## src/rtl/game_state_uart_mux.sv

```systemverilog
// game_state_uart_mux
// Master-board transmit framer. Snapshots the game state at frame start and
// presents it word by word on the uart word port. Each word carries a 4-bit tag
// in data[15:12] and a 12-bit payload in data[11:0].
// Optional feature: define GAME_STATE_CHECKSUM_EN to append a checksum word
// (tag 4'hE, XOR of the payloads of w1..w5).
//
// Handshake: the uart pulses conv16to8ready for one cycle when it has latched
// the current word. The framer advances to the next word on that edge and
// holds data/index steady indefinitely while the pulse is absent.
module game_state_uart_mux #(
  parameter int          FRAME_GAP = 1000,
  parameter logic [15:0] SYNC_WORD = 16'hFA5A
) (
  input  logic        clk,
  input  logic        rst,
  input  logic        enable,
  input  logic        conv16to8ready,
  input  logic [11:0] pl1_posx,
  input  logic [11:0] pl1_posy,
  input  logic [11:0] ball_posx,
  input  logic [11:0] ball_posy,
  input  logic [3:0]  pl1_score,
  input  logic [3:0]  pl2_score,
  input  logic        flag_point,
  input  logic        end_game,
  output logic [15:0] data,
  output logic        frame_busy,
  output logic        frame_done,
  output logic [1:0]  dbg_state_o
);

  typedef enum logic [1:0] {
    IDLE = 2'd0,
    SEND = 2'd1,
    GAP  = 2'd2
  } state_t;

`ifdef GAME_STATE_CHECKSUM_EN
  localparam logic [2:0] LAST_IDX = 3'd6;
`else
  localparam logic [2:0] LAST_IDX = 3'd5;
`endif

  // Gap counter is at least one bit wide even when the gap is disabled.
  localparam int GW = ($clog2(FRAME_GAP + 1) > 1) ? $clog2(FRAME_GAP + 1) : 1;
  localparam logic [GW-1:0] GAP_LOAD = (FRAME_GAP > 0) ? GW'(FRAME_GAP - 1) : '0;

  state_t        state_q, state_d;
  logic [2:0]    idx_q, idx_d;
  logic [GW-1:0] gap_q, gap_d;
  logic          done_q, done_d;
  logic [11:0]   snap_px_q, snap_px_d;
  logic [11:0]   snap_py_q, snap_py_d;
  logic [11:0]   snap_bx_q, snap_bx_d;
  logic [11:0]   snap_by_q, snap_by_d;
  logic [11:0]   snap_st_q, snap_st_d;
  logic [15:0]   word;

  // State, index, gap counter, done pulse and snapshot registers.
  always_ff @(posedge clk or posedge rst) begin
    if (rst) begin
      state_q   <= IDLE;
      idx_q     <= 3'd0;
      gap_q     <= '0;
      done_q    <= 1'b0;
      snap_px_q <= 12'd0;
      snap_py_q <= 12'd0;
      snap_bx_q <= 12'd0;
      snap_by_q <= 12'd0;
      snap_st_q <= 12'd0;
    end else begin
      state_q   <= state_d;
      idx_q     <= idx_d;
      gap_q     <= gap_d;
      done_q    <= done_d;
      snap_px_q <= snap_px_d;
      snap_py_q <= snap_py_d;
      snap_bx_q <= snap_bx_d;
      snap_by_q <= snap_by_d;
      snap_st_q <= snap_st_d;
    end
  end

  // Next-state logic: capture on frame start, advance on each uart pulse,
  // then wait out the inter-frame gap before returning to IDLE.
  always_comb begin
    state_d   = state_q;
    idx_d     = idx_q;
    gap_d     = gap_q;
    done_d    = 1'b0;
    snap_px_d = snap_px_q;
    snap_py_d = snap_py_q;
    snap_bx_d = snap_bx_q;
    snap_by_d = snap_by_q;
    snap_st_d = snap_st_q;
    case (state_q)
      IDLE: begin
        if (enable) begin
          state_d   = SEND;
          idx_d     = 3'd0;
          snap_px_d = pl1_posx;
          snap_py_d = pl1_posy;
          snap_bx_d = ball_posx;
          snap_by_d = ball_posy;
          snap_st_d = {pl1_score, pl2_score, flag_point, end_game, 2'b00};
        end
      end
      SEND: begin
        if (conv16to8ready) begin
          if (idx_q == LAST_IDX) begin
            // Index stays on the last word; it is cleared at the next start.
            done_d = 1'b1;
            if (FRAME_GAP == 0) begin
              state_d = IDLE;
            end else begin
              state_d = GAP;
              gap_d   = GAP_LOAD;
            end
          end else begin
            idx_d = idx_q + 3'd1;
          end
        end
      end
      GAP: begin
        if (gap_q == '0) begin
          state_d = IDLE;
        end else begin
          gap_d = gap_q - 1'b1;
        end
      end
      default: state_d = IDLE;
    endcase
  end

  // Word selection from the snapshot; outside SEND the sync word is shown.
  always_comb begin
    word = SYNC_WORD;
    case (idx_q)
      3'd0: word = SYNC_WORD;
      3'd1: word = {4'h1, snap_px_q};
      3'd2: word = {4'h2, snap_py_q};
      3'd3: word = {4'h3, snap_bx_q};
      3'd4: word = {4'h4, snap_by_q};
      3'd5: word = {4'h5, snap_st_q};
`ifdef GAME_STATE_CHECKSUM_EN
      3'd6: word = {4'hE, snap_px_q ^ snap_py_q ^ snap_bx_q ^ snap_by_q ^ snap_st_q};
`endif
      default: word = SYNC_WORD;
    endcase
  end

  assign data        = (state_q == SEND) ? word : SYNC_WORD;
  assign frame_busy  = (state_q == SEND);
  assign frame_done  = done_q;
  assign dbg_state_o = state_q;

endmodule
```

## config.mk

```make
export PLATFORM = sky130hd
export DESIGN_NAME = game_state_uart_mux
export DESIGN_NICKNAME = d
export VERILOG_FILES = /design/src/rtl/game_state_uart_mux.sv
export SDC_FILE = /design/constraint.sdc
export NUM_CORES = 1
export LEC_CHECK = 0
export BUFFER_PORTS_ARGS = -buffer_cell sky130_fd_sc_hd__buf_2
export CAP_MARGIN = 5
export CORE_ASPECT_RATIO = 0.75
export CORE_MARGIN = 10
export CORE_UTILIZATION = 49
export DETAILED_ROUTE_END_ITERATION = 12
export GPL_TIMING_DRIVEN = 0
export PLACE_DENSITY = 0.74
export SYNTH_ARGS = -nofsm -noshare
export SYNTH_HDL_FRONTEND = slang
export SYNTH_SLANG_ARGS = --single-unit
```

## constraint.sdc

```tcl
create_clock -name clk -period 5.6 [get_ports clk]
set_input_delay 0.84 -clock clk [delete_from_list [all_inputs] [get_ports clk]]
set_output_delay 0.84 -clock clk [all_outputs]
set_load 0.01 [all_outputs]
```

**Word-level counts from Yosys, hierarchy flattened**

Index checks and enable logic that the tools add are counted.

- Bits in registers: 74
- Output and inout bits: 20

- Add/sub/neg operators: 2
- Equality and inequality tests: 13
- Muxes and demuxes: 18
- Reduce and logical (&&, ||, !) cells: 8

Operators with widths:

| operator | count |
|---|---|
| 16-bit case mux with 5 select lines | 1 |
| 10-bit two-way mux | 3 |
| 10-bit case mux with 2 select lines | 1 |
| 16-bit two-way mux | 1 |
| 4-bit AND reduction | 3 |
| 10-bit logical NOT | 1 |
| 2-bit != test (second input constant) | 5 |
| 10-bit by 1-bit subtractor with 10-bit output (second input constant) | 1 |
| 3-bit two-way mux | 3 |
| 2-bit two-way mux | 4 |
| 3-bit by 2-bit == test with 1-bit output (second input constant) | 2 |
| 3-bit == test (second input constant) | 2 |
| 2-bit case mux with 3 select lines | 1 |
| 3-bit case mux with 2 select lines | 1 |
| 2-bit nonzero test | 2 |
| 3-bit by 1-bit adder with 3-bit output (second input constant) | 1 |
| 3-bit by 1-bit == test with 1-bit output (second input constant) | 1 |
| 1-bit two-way mux | 3 |
| 2-bit by 1-bit == test with 1-bit output (second input constant) | 1 |
| 2-bit == test (second input constant) | 1 |
| 2-bit logical NOT | 1 |
| 2-bit by 1-bit != test with 1-bit output (second input constant) | 1 |
| 2-bit AND reduction | 1 |

**Depth between registers and ports, before layout**

Gate-level depths: netlist of run 1.

- Word-level depth: 4
- Gate-level depth with buffers: 8
- Mapped depth without buffers: 7

**Worst setup path after synthesis of run 1**

Ideal clock, no wire load.

- Path kind: flip-flop to output port
- Start: reg idx_q[0]
- End: out data[10]
- Data arrival time: 1.718 ns
- Data required time: 4.760 ns
- Setup slack: 3.042 ns
- Cell stages (with the launch flop): 9
- Path buffers: 1
- Cell sequence: dfrtp_1 > inv_1 > ha_1 > and2_1 > buf_4 > nor2_1 > a21oi_2 > inv_1 > a21oi_1

- Word-level cells in the longest chain between the ends: 3
- Elaborated cells between the ends (all ways): 7
- Classes of those cells: 5 x eq/ne; 2 x mux

Ends and longest elaborated chain:

| what | line | RTL |
|---|---|---|
| from (decl) | 50 | `logic [2:0] idx_q, idx_d;` |
| from (signal assigned) | 74 | `idx_q <= idx_d;` |
| 3-bit == test (tied with other cells) | 139 | `case (idx_q)` |
| 16-bit case mux with 5 select lines * | 139 |  |
| 16-bit two-way mux * | 153 | `assign data = (state_q == SEND) ? word : SYNC_WORD;` |
| to (decl) | 27 | `output logic [15:0] data,` |

Mark *: on every way between the ends. The rest lies on a longest branch, timed or not.

**Worst setup path after layout of run 1**

Ends and elaborated chain as after synthesis.

==> impl_metrics.py, run 1 <==
metrics = {
    "yosys": {
        "syn-mean-instance-area_um2": 12.58,
        "yosysWarnings": 0,
        "seq_area_frac_synth_pct": 52.20,
        "synth_area_um2": 3547,
        "synth_fp_nets": 350,
        "synth_cell_types": 50,
        "synth_ff_type": "dfrtp_1",
        "synthArstFlopShare_pct": 100.0,
        "synth_seq_cells": 74,
        "synth_cells": 282,
        "synth_edf_count": 0,
    },
    "grt": {
        "antenna_found_initial": 0,
        "grt_pass1_wl_um": 14790,
        "grt_max_degree": 61,
        "grt_overflow": 0,
        "grt_pass1_vias": 2887,
        "grt_usage_pct": 16.71,
    },
    "clock_network": {
        "cts.path.max_buffers": 2,
        "cts.sinks": 74,
        "cts_tree": "done",
        "clkTransAtPathRegs_ns": 0.08,
        "cts_buffers": 9,
        "clock_latency_ns": 0.35,
        "cts.repair.resized": 0,
        "cts.htree.levels": 3,
        "post_cts_buffers": 0,
        "root_buffer": "clkbuf_8",
        "postCtsHoldBufs": 0,
    },
    "drt": {
        "firstDrtPassIters": 7,
        "drtIter0Drc": 158,
        "wl_per_cell_um": 18.95,
        "drt-total-wl_um": 9056,
        "vias": 2694,
        "avgViaCountPerCell": 5.636,
        "drtAntennaViolNets": 0,
        "drc_errors": 0,
    },
    "worst_setup_path": {
        "path_cells": "inv_1 -> ha_1 -> and2_1 -> buf_4 -> nor2_1 -> a21oi_2 -> inv_1 -> a21oi_1 -> buf_2",
        "crit_path_max_incr_delay_ns": 0.45,
        "r2r_slack_ns": 3.45,
        "path_common_cell": "inv_1",
        "crit_buf_inv": 4,
        "crit_path_end_kind": "primary output",
        "worstPathRequired_ns": 4.76,
        "cp.arrival_ns": 2.64,
        "crit_family": "buffers and inverters",
        "cp-start-kind": "flop",
        "worstSetupPathType": "reg -> out",
        "cp_max_fo": 10,
        "crit_slowest_cell": "dfrtp_1",
    },
    "hold_path": {
        "holdCritPathClass": "in -> async",
    },
    "timing": {
        "final.setup.tns_ns": 0,
        "slew_violations": 0,
        "worst_slew_pin_slew_ns": 0.6013,
        "max-slew-margin-rel_pct": 59.91,
        "timing.fmax_ghz": 0.2873,
        "setup_ws_ns": 2.119,
        "fin_crit_sh_pct": 62.16,
        "finalSetupViolations": 0,
        "fin_worst_skew_ns": 0.01189,
        "rsz0062_at_grt": "no",
        "hold_viol_final": 0,
        "min_period_ns": 3.481,
    },
    "floorplan": {
        "core-area_um2": 6929,
        "dieArea_um2": 11080,
        "ios": 82,
        "num_rows": 26,
        "floorplan.initialDensity_pct": 51.19,
        "die_w_um": 118.2,
        "die_y_um": 93.69,
    },
    "finish": {
        "drive_gt1_share_pct": 47.37,
        "fin_nets": 443,
        "stdcell_count": 478,
        "synthToLayoutAreaGrowth_pct": 22.86,
        "diodes": 0,
    },
    "placed_design": {
        "placed_cells": 462,
        "port_buffers": 81,
        "routabilityCongestion": 0.8098,
        "dpl_worst_slack_ns": 2.546,
        "dpl.hpwl_um": 6769,
    },
    "status": {
        "status": "completed",
    },
    "pwr": {
        "leakagePower_nw": 1.970,
        "irDropWorstVdd_v": 0.0002325,
        "p_per_area_nw_per_um2": 573.9,
    },
    "job": {
        "drv_cap": 0,
    },
}
layout make-up:
type                       count  area (µm²)
fill                         581        2571
timing repair buffer          82       432.9
buffer                        16       83.83
sequential                    74        1852
tap                           98       122.6
clock buffer                  12       155.1
multi-input combinational    182        1574
clock inverter                 4       97.59
inverter                      10       40.04
synthesized netlist by cell type (all sizes together), types with 2 or more instances:
master  number  area [µm²]
and4b        2       20.02
nor2b        3       18.77
a21o         2       15.01
or2          2       12.52
nor2        15       56.30
ha           6       75.07
mux2        58       653.1
a222oi      11       110.1
and2         2       12.51
inv          9       33.78
dfrtp       74        1852
nor3         2       21.27
a21oi       10       53.80
o211ai       3       22.52
a22oi        4       30.03
nand4        2       27.53
clkbuf       6       23.77
nand3b       2       15.01
nand3        4       20.02
o21ai        7       35.03
nand2       16       60.06
mux2i        4       40.04
buf         10       60.05
nor4         2       27.53
a22o        11       100.1
worst paths after layout:
| kind | start | end | cells after the start |
|---|---|---|---|
| setup / recovery | idx_q[0] | data[10] | 9 |
| hold / removal | rst | snap_py_q[7] | 2 |
| setup reg to reg | idx_q[1] | gap_q[6] | 8 |
| hold reg to reg | snap_bx_q[9] | snap_bx_q[9] | 1 |
| max in group asynchronous | rst | snap_by_q[5] | 3 |
| min in group clk | snap_bx_q[9] | snap_bx_q[9] | 1 |
metrics by stage:
step | cell area (µm²) | utilization, % | hold slack, ns | power (mW)
final | 4358 | 62.89 | 0.4103 | 2.501
after global routing | 4358 | 62.89 | 0.4124 | 2.667
after CTS | 4358 | 62.89 | 0.4049 | 2.509
after detailed placement | 4105 | 59.25 | 0.4965 | 1.987
after global placement | 4075 | 58.81 | 0.4897 | 1.942
after floorplan | 3547 | - | 0.4795 | 1.643
worst reg2reg max path, cell delays in order, from the launching register on:
cell      delay [ns]
dfrtp_1         0.44
inv_1           0.10
ha_1            0.14
clkbuf_1        0.41
nand3_1         0.19
nor2_1          0.28
buf_2           0.29
nor2_1          0.07
mux2i_1         0.14
flip-flops by register name, summed over array words and instances, names as in the netlist:
| register | cells |
|---|---|
| snap_by_q | 12 |
| frame_done | 1 |
| snap_st_q | 10 |
| snap_py_q | 12 |
| idx_q | 3 |
| gap_q | 10 |
| snap_px_q | 12 |
| dbg_state_o | 2 |
| snap_bx_q | 12 |
cell families after synthesis:
logic type | Yosys count | synth area share [%]
DFF | 74 | 52.20
muxes | 62 | 19.54
and+or+nand+nor | 58 | 9.947
AOI/OAI and AO/OA | 55 | 12.52
buffers and inverters | 26 | 3.421
adders and majority gates | 6 | 2.116
xor gates and xnor gates | 1 | 0.2470
per-layer routing:
metal  part of all wire, %  GRT usage, %  wire length, µm
met1                    47         21.84             4224
met2                    45         25.42             4081
met3                   6.6         6.186              601
met4                   1.6         4.928              148
met5                     0             0                0
placed cells by master (no fill, tap or decap), types with 6 or more instances in the layout:
master / count
clkbuf_1: 6
dfrtp_1: 74
nor2_1: 15
nand2_1: 16
mux2_2: 58
a222oi_1: 11
inv_1: 8
clkbuf_8: 11
o21ai_0: 7
a21oi_1: 9
a22o_1: 8
buf_2: 87
ha_1: 6
where the power goes:
group	switching, mW	internal (mW)	total, mW
Clock	0.194	0.321	0.515
Combinational	0.520	0.502	1.02
Sequential	0.174	0.791	0.964
Total	0.888	1.61	2.50
(Power assumes the default switching activity.)
==> inputs of run 2 (changes only) <==
--- a/config.mk
+++ b/config.mk
@@ -5,6 +5,7 @@
 export SDC_FILE = /design/constraint.sdc
 export NUM_CORES = 1
 export LEC_CHECK = 0
+export ABC_AREA = 1
 export BUFFER_PORTS_ARGS = -buffer_cell sky130_fd_sc_hd__buf_2
 export CAP_MARGIN = 5
 export CORE_ASPECT_RATIO = 0.75
@@ -12,7 +13,7 @@
 export CORE_UTILIZATION = 49
 export DETAILED_ROUTE_END_ITERATION = 12
 export GPL_TIMING_DRIVEN = 0
-export PLACE_DENSITY = 0.74
+export PLACE_DENSITY = 0.73
 export SYNTH_ARGS = -nofsm -noshare
 export SYNTH_HDL_FRONTEND = slang
 export SYNTH_SLANG_ARGS = --single-unit
==> constraint.sdc (replaced) <==
create_clock -name clk -period 3.6 [get_ports clk]
set_input_delay 0.54 -clock clk [delete_from_list [all_inputs] [get_ports clk]]
set_output_delay 0.54 -clock clk [all_outputs]
set_load 0.01 [all_outputs]
==> run 2 against run 1 <==
  * Combinational power increased by 73%
  * Highest routed layer unchanged
  * Final cell count increased by 23%
  * Non-clock buffer count decreased by 2
  * Sequential share of layout area decreased by 0.13 points
  * Flip-flop and latch count unchanged
  * Largest power group unchanged
  * Clock-buffer cell count decreased by 2
  * Global-route usage increased by 0.51 points
  * Register-to-register slack got worse by 1.6 ns
  * First-iteration DRC count increased by 65%
  * Final area increased by 0.32%
  * Sequential power increased by 50%
  * Power increased by 52%
==> impl_metrics.py, run 2 <==
metrics = {
    "yosys": {
        "syn-mean-instance-area_um2": 9.378,
        "synth_top_area_share_pct": 50.89,
        "synth_edf_count": 0,
        "synthArstFlopShare_pct": 100.0,
        "synth_area_um2": 3638,
        "post-synth-top-count-cell": "nand2_1",
        "synth_fp_nets": 456,
        "synth_ff_type": "dfrtp_1",
        "synth_seq_cells": 74,
        "synth_cells": 388,
        "seq_area_frac_synth_pct": 50.89,
        "synth_cell_types": 28,
        "synth_common_cells": "nand2_1 (82), dfrtp_1 (74), inv_1 (41)",
        "yosysWarnings": 0,
        "synth.area.top_cells": "dfrtp_1 (51%), mux2_2 (12%), nand2_1 (8.5%), nand3_1 (4.7%), inv_1 (4.2%)",
        "yosysTopAreaCell": "dfrtp_1",
    },
    "worst_setup_path": {
        "path_cells": "inv_1 -> buf_2 -> ha_1 -> clkbuf_1 -> nand2_1 -> nand4_1 -> a21oi_1 -> nor2_1 -> buf_2",
        "crit_path_max_incr_delay_ns": 0.46,
        "cp_max_fo": 10,
        "path_common_cell": "buf_2",
        "worstPathRequired_ns": 3.06,
        "crit_slowest_cell": "clkbuf_1",
        "cp.arrival_ns": 2.43,
        "cp-start-kind": "flop",
        "crit_path_end_kind": "primary output",
        "worstSetupPathType": "reg -> out",
    },
    "drt": {
        "vias": 3044,
        "wl_per_cell_um": 16.10,
        "drc_errors": 0,
        "drtAntennaViolNets": 0,
        "avgViaCountPerCell": 5.186,
        "firstDrtPassIters": 5,
        "drtIter0Drc": 260,
        "drt-total-wl_um": 9451,
    },
    "finish": {
        "drive_gt1_share_pct": 32.10,
        "fin_nets": 549,
        "final_common_cell": "buf_2",
        "diodes": 0,
        "layout_common_cells": "buf_2 (86), nand2_1 (82), dfrtp_1 (74)",
        "synthToLayoutAreaGrowth_pct": 20.15,
    },
    "timing": {
        "fin_hold_ws_ns": 0.1841,
        "finalSetupViolations": 0,
        "fin_crit_sh_pct": 82.48,
        "worst_slew_pin_slew_ns": 0.5647,
        "fin_worst_skew_ns": 0.007548,
        "max-slew-margin-rel_pct": 62.36,
        "setup_ws_ns": 0.6308,
        "min_period_ns": 2.969,
        "final.setup.tns_ns": 0,
        "slew_violations": 0,
        "rsz0062_at_grt": "no",
        "hold_viol_final": 0,
        "timing.fmax_ghz": 0.3368,
    },
    "clock_network": {
        "root_buffer": "clkbuf_8",
        "cts.repair.resized": 0,
        "clkTransAtPathRegs_ns": 0.08,
        "cts.sinks": 74,
        "clock_latency_ns": 0.36,
        "cts_tree": "done",
        "cts_buffers": 9,
        "cts.htree.levels": 3,
        "cts.path.max_buffers": 2,
        "postCtsHoldBufs": 0,
        "post_cts_buffers": 0,
    },
    "floorplan": {
        "ios": 82,
        "floorplan.initialDensity_pct": 49.86,
        "die_y_um": 94.63,
        "die_w_um": 119.5,
        "dieArea_um2": 11310,
        "num_rows": 27,
        "core-area_um2": 7297,
    },
    "grt": {
        "grt_max_degree": 43,
        "grt_pass1_wl_um": 15630,
        "antenna_found_initial": 0,
        "grt_pass1_vias": 3197,
        "grt_usage_pct": 17.22,
        "grt_overflow": 0,
    },
    "job": {
        "drv_cap": 0,
    },
    "placed_design": {
        "dpl.hpwl_um": 7032,
        "port_buffers": 81,
        "dpl_worst_slack_ns": 1.023,
        "routabilityCongestion": 0.8739,
    },
    "pwr": {
        "p_per_area_nw_per_um2": 870.0,
        "leakagePower_nw": 2.236,
        "p_total_mw": 3.803,
        "irDropWorstVdd_v": 0.0003814,
    },
    "hold_path": {
        "holdCritPathClass": "in -> async",
    },
    "status": {
        "status": "completed",
    },
}
## run 2: cell count changes in the layout (fill, tap and decap cells not counted), sizes merged, moves of 5 or more
cell,previous run,this run
nand2,16,84
inv,9,42
nand3,4,34
nor2,15,37
mux2,58,44
a222oi,11,0
a22o,11,0
a21oi,10,20
clkbuf,18,12
o22ai,0,6
a211oi,1,6
## run 2: path summary, 6_finish.rpt
path | start | to | slack, ns | depth (start not counted)
hold / removal | rst | snap_st_q[2] | 0.18 | 2
max in group asynchronous | rst | snap_bx_q[9] | 2.86 | 3
setup / recovery | idx_q[2] | data[5] | 0.63 | 9
setup reg to reg | idx_q[1] | idx_q[1] | 1.81 | 7
min in group clk | pl1_posx[5] | snap_px_q[5] | 0.40 | 2
hold reg to reg | snap_py_q[9] | snap_py_q[9] | 0.50 | 1
## run 2: cell families (layout without fill, tap and decap cells)
| kind of cell | Yosys count | count (layout) | share of synthesized area, % |
|---|---|---|---|
| AOI/OAI and AO/OA | 42 | 42 | 6.671 |
| and+or+nand+nor | 166 | 166 | 19.53 |
| buffers and inverters | 55 | 153 | 6.981 |
| adders and majority gates | 6 | 6 | 2.063 |
| xor gates and xnor gates | 1 | 1 | 0.2408 |
| muxes | 44 | 44 | 13.62 |
| DFF | 74 | 74 | 50.89 |
## run 2: per-layer routing
metal  wire (µm)  track usage (%)  vias to the layer above  share of wire (%)
li1            -                -                     1465                  -
met1        4317            21.34                     1495                 46
met2        4506            28.38                       70                 48
met3         513            5.781                       14                5.4
met4         114            4.810                        0                1.2
met5           0                0                        -                  0
## run 2: cell type report
type | count | area (µm²)
fill | 673 | 2925
sequential | 74 | 1852
multi-input combinational | 259 | 1533
timing repair buffer | 82 | 425.4
inverter | 41 | 156.4
clock buffer | 10 | 137.6
tap | 101 | 126.4
buffer | 14 | 100.1
clock inverter | 6 | 41.29
## run 2: metrics by stage
stage	instances	area [µm²]	util, %
after floorplan	388	3638	-
after global placement	570	4170	57.15
after detailed placement	571	4193	57.46
after CTS	587	4372	59.91
after global routing	587	4372	59.91
final	587	4372	59.91
## run 2: report_power, final
group          total (mW)  internal, mW  leakage [nW]  switching (mW)
Combinational        1.76         0.749          1.26            1.01
Sequential           1.45          1.23         0.878           0.221
Clock               0.601         0.270        0.0964           0.330
## run 2: critical path: cells and delay by family (launching register included)
kind / cells / cell delay, ns
buffers and inverters: 4 / 1.08
and+or+nand+nor: 3 / 0.31
adders and majority gates: 1 / 0.23
AOI/OAI and AO/OA: 1 / 0.05
DFF: 1 / 0.40
==> inputs of run 3 (changes only) <==
--- a/config.mk
+++ b/config.mk
@@ -5,7 +5,7 @@
 export SDC_FILE = /design/constraint.sdc
 export NUM_CORES = 1
 export LEC_CHECK = 0
-export ABC_AREA = 1
+export ABC_AREA = 0
 export BUFFER_PORTS_ARGS = -buffer_cell sky130_fd_sc_hd__buf_2
 export CAP_MARGIN = 5
 export CORE_ASPECT_RATIO = 0.75
@@ -13,7 +13,7 @@
 export CORE_UTILIZATION = 49
 export DETAILED_ROUTE_END_ITERATION = 12
 export GPL_TIMING_DRIVEN = 0
-export PLACE_DENSITY = 0.73
+export PLACE_DENSITY = 0.74
 export SYNTH_ARGS = -nofsm -noshare
 export SYNTH_HDL_FRONTEND = slang
 export SYNTH_SLANG_ARGS = --single-unit
==> constraint.sdc (replaced) <==
create_clock -name clk -period 2.8 [get_ports clk]
set_input_delay 0.42 -clock clk [delete_from_list [all_inputs] [get_ports clk]]
set_output_delay 0.42 -clock clk [all_outputs]
set_load 0.01 [all_outputs]
==> run 3 against run 2 <==
  * Worst hold slack improved by 0.12 ns
  * Register-to-register slack worse by 1.0 ns
  * Sequential share of layout area down 0.19 points
  * Clock skew is 0.0046 ns higher
  * Sequential power is 33% higher
  * Largest power group unchanged
==> impl_metrics.py, run 3 (synthesis results as in run 1) <==
metrics = {
    "pwr": {
        "p_per_area_nw_per_um2": 1159,
        "irDropWorstVdd_v": 0.0004650,
        "leakagePower_nw": 1.988,
        "p_total_mw": 5.088,
    },
    "timing": {
        "max-slew-margin-rel_pct": 65.75,
        "fin_crit_sh_pct": 96.15,
        "hold_viol_final": 0,
        "worst_slew_pin_slew_ns": 0.5137,
        "finalSetupViolations": 0,
        "timing.fmax_ghz": 0.3715,
        "rsz0062_at_grt": "no",
        "setup_ws_ns": 0.1079,
        "fin_hold_ws_ns": 0.3015,
        "min_period_ns": 2.692,
        "slew_violations": 0,
        "fin_worst_skew_ns": 0.01217,
        "final.setup.tns_ns": 0,
    },
    "placed_design": {
        "place_area_um2": 4105,
        "dpl.hpwl_um": 6769,
        "routabilityCongestion": 0.8098,
        "dpl_worst_slack_ns": 0.1663,
        "port_buffers": 81,
        "placed_cells": 462,
    },
    "grt": {
        "antenna_found_initial": 0,
        "grt_pass1_vias": 2903,
        "grt_overflow": 0,
        "grt_max_degree": 61,
        "grt_pass1_wl_um": 14880,
        "grt_usage_pct": 16.88,
    },
    "finish": {
        "fin_nets": 444,
        "drive_gt1_share_pct": 49.34,
        "postLayoutCoreUtil_pct": 63.38,
        "synthToLayoutAreaGrowth_pct": 23.81,
        "final_common_cell": "buf_2",
        "stdcell_count": 479,
        "layout_common_cells": "buf_2 (88), dfrtp_1 (74), mux2_2 (58)",
        "diodes": 0,
        "fin_area_um2": 4392,
    },
    "worst_setup_path": {
        "path_common_cell": "buf_4",
        "cp-start-kind": "flop",
        "cp.depth": 9,
        "timing.rr.end": "snap_st_q[2]",
        "worstSetupPathType": "reg -> out",
        "crit_family": "buffers and inverters",
        "path_cells": "inv_1 -> ha_2 -> and2_1 -> buf_4 -> nor2_1 -> a21oi_4 -> buf_4 -> o211ai_1 -> buf_2",
        "r2r_slack_ns": 0.78,
        "r2r_start": "dbg_state_o[0]",
        "cp_max_fo": 10,
        "crit_buf_inv": 4,
        "rr_worst_depth": 5,
        "crit_path_max_incr_delay_ns": 0.46,
        "crit_path_end_kind": "primary output",
        "worstPathRequired_ns": 2.38,
        "crit_slowest_cell": "dfrtp_1",
        "cp.arrival_ns": 2.27,
    },
    "clock_network": {
        "cts.sinks": 74,
        "cts.htree.levels": 3,
        "cts_buffers": 9,
        "cts.path.max_buffers": 2,
        "clock_latency_ns": 0.34,
        "cts_tree": "done",
        "root_buffer": "clkbuf_8",
        "clkTransAtPathRegs_ns": 0.08,
    },
    "floorplan": {
        "ios": 82,
        "die_y_um": 93.69,
        "floorplan.initialDensity_pct": 51.19,
        "num_rows": 26,
        "dieArea_um2": 11080,
        "core-area_um2": 6929,
        "die_w_um": 118.2,
    },
    "hold_path": {
        "holdCritPathClass": "in -> reg",
        "whs_path_depth": 2,
        "hold_end": "snap_st_q[3]",
        "min_from": "flag_point",
    },
    "drt": {
        "drtAntennaViolNets": 0,
        "avgViaCountPerCell": 5.678,
        "drc_errors": 0,
        "drt-total-wl_um": 9173,
        "firstDrtPassIters": 5,
        "vias": 2720,
        "drtIter0Drc": 126,
        "wl_per_cell_um": 19.15,
    },
    "status": {
        "status": "completed",
    },
    "job": {
        "drv_cap": 0,
    },
}
run 3: worst max-delay path by stage:
stage / end / start
after floorplan: dbg_state_o[0] / rst
after global placement: snap_bx_q[6] / rst
after detailed placement: data[10] / idx_q[0]
after CTS: data[10] / idx_q[0]
after global routing: data[11] / idx_q[2]
final: data[11] / idx_q[0]
run 3: cell type report:
class / count / area, µm²
buffer: 14 / 78.83
clock buffer: 12 / 155.1
clock inverter: 4 / 97.59
fill: 578 / 2537
inverter: 10 / 41.29
multi-input combinational: 182 / 1587
sequential: 74 / 1852
tap: 98 / 122.6
timing repair buffer: 85 / 457.9
run 3: report_power, final:
| group | internal, mW | switching (mW) |
|---|---|---|
| clock | 0.641 | 0.387 |
| combinational | 1.06 | 1.07 |
| sequential | 1.58 | 0.347 |
| total | 3.28 | 1.81 |
run 3: repair_timing:
item	CTS	global route
buffers inserted	2	0
hold endpoints to repair	14	0
hold buffers	1	0
gates resized for setup	4	4
pin swaps	1	1
gates cloned	0	0
endpoints found under the setup margin	12	10
run 3: routing by layer:
layer | up-vias | share of wire (%) | GRT usage [%]
li1 | 1237 | - | -
met1 | 1373 | 45 | 21.95
met2 | 97 | 46 | 25.70
met3 | 13 | 7.3 | 6.366
met4 | 0 | 1.6 | 5.031
met5 | - | 0 | 0
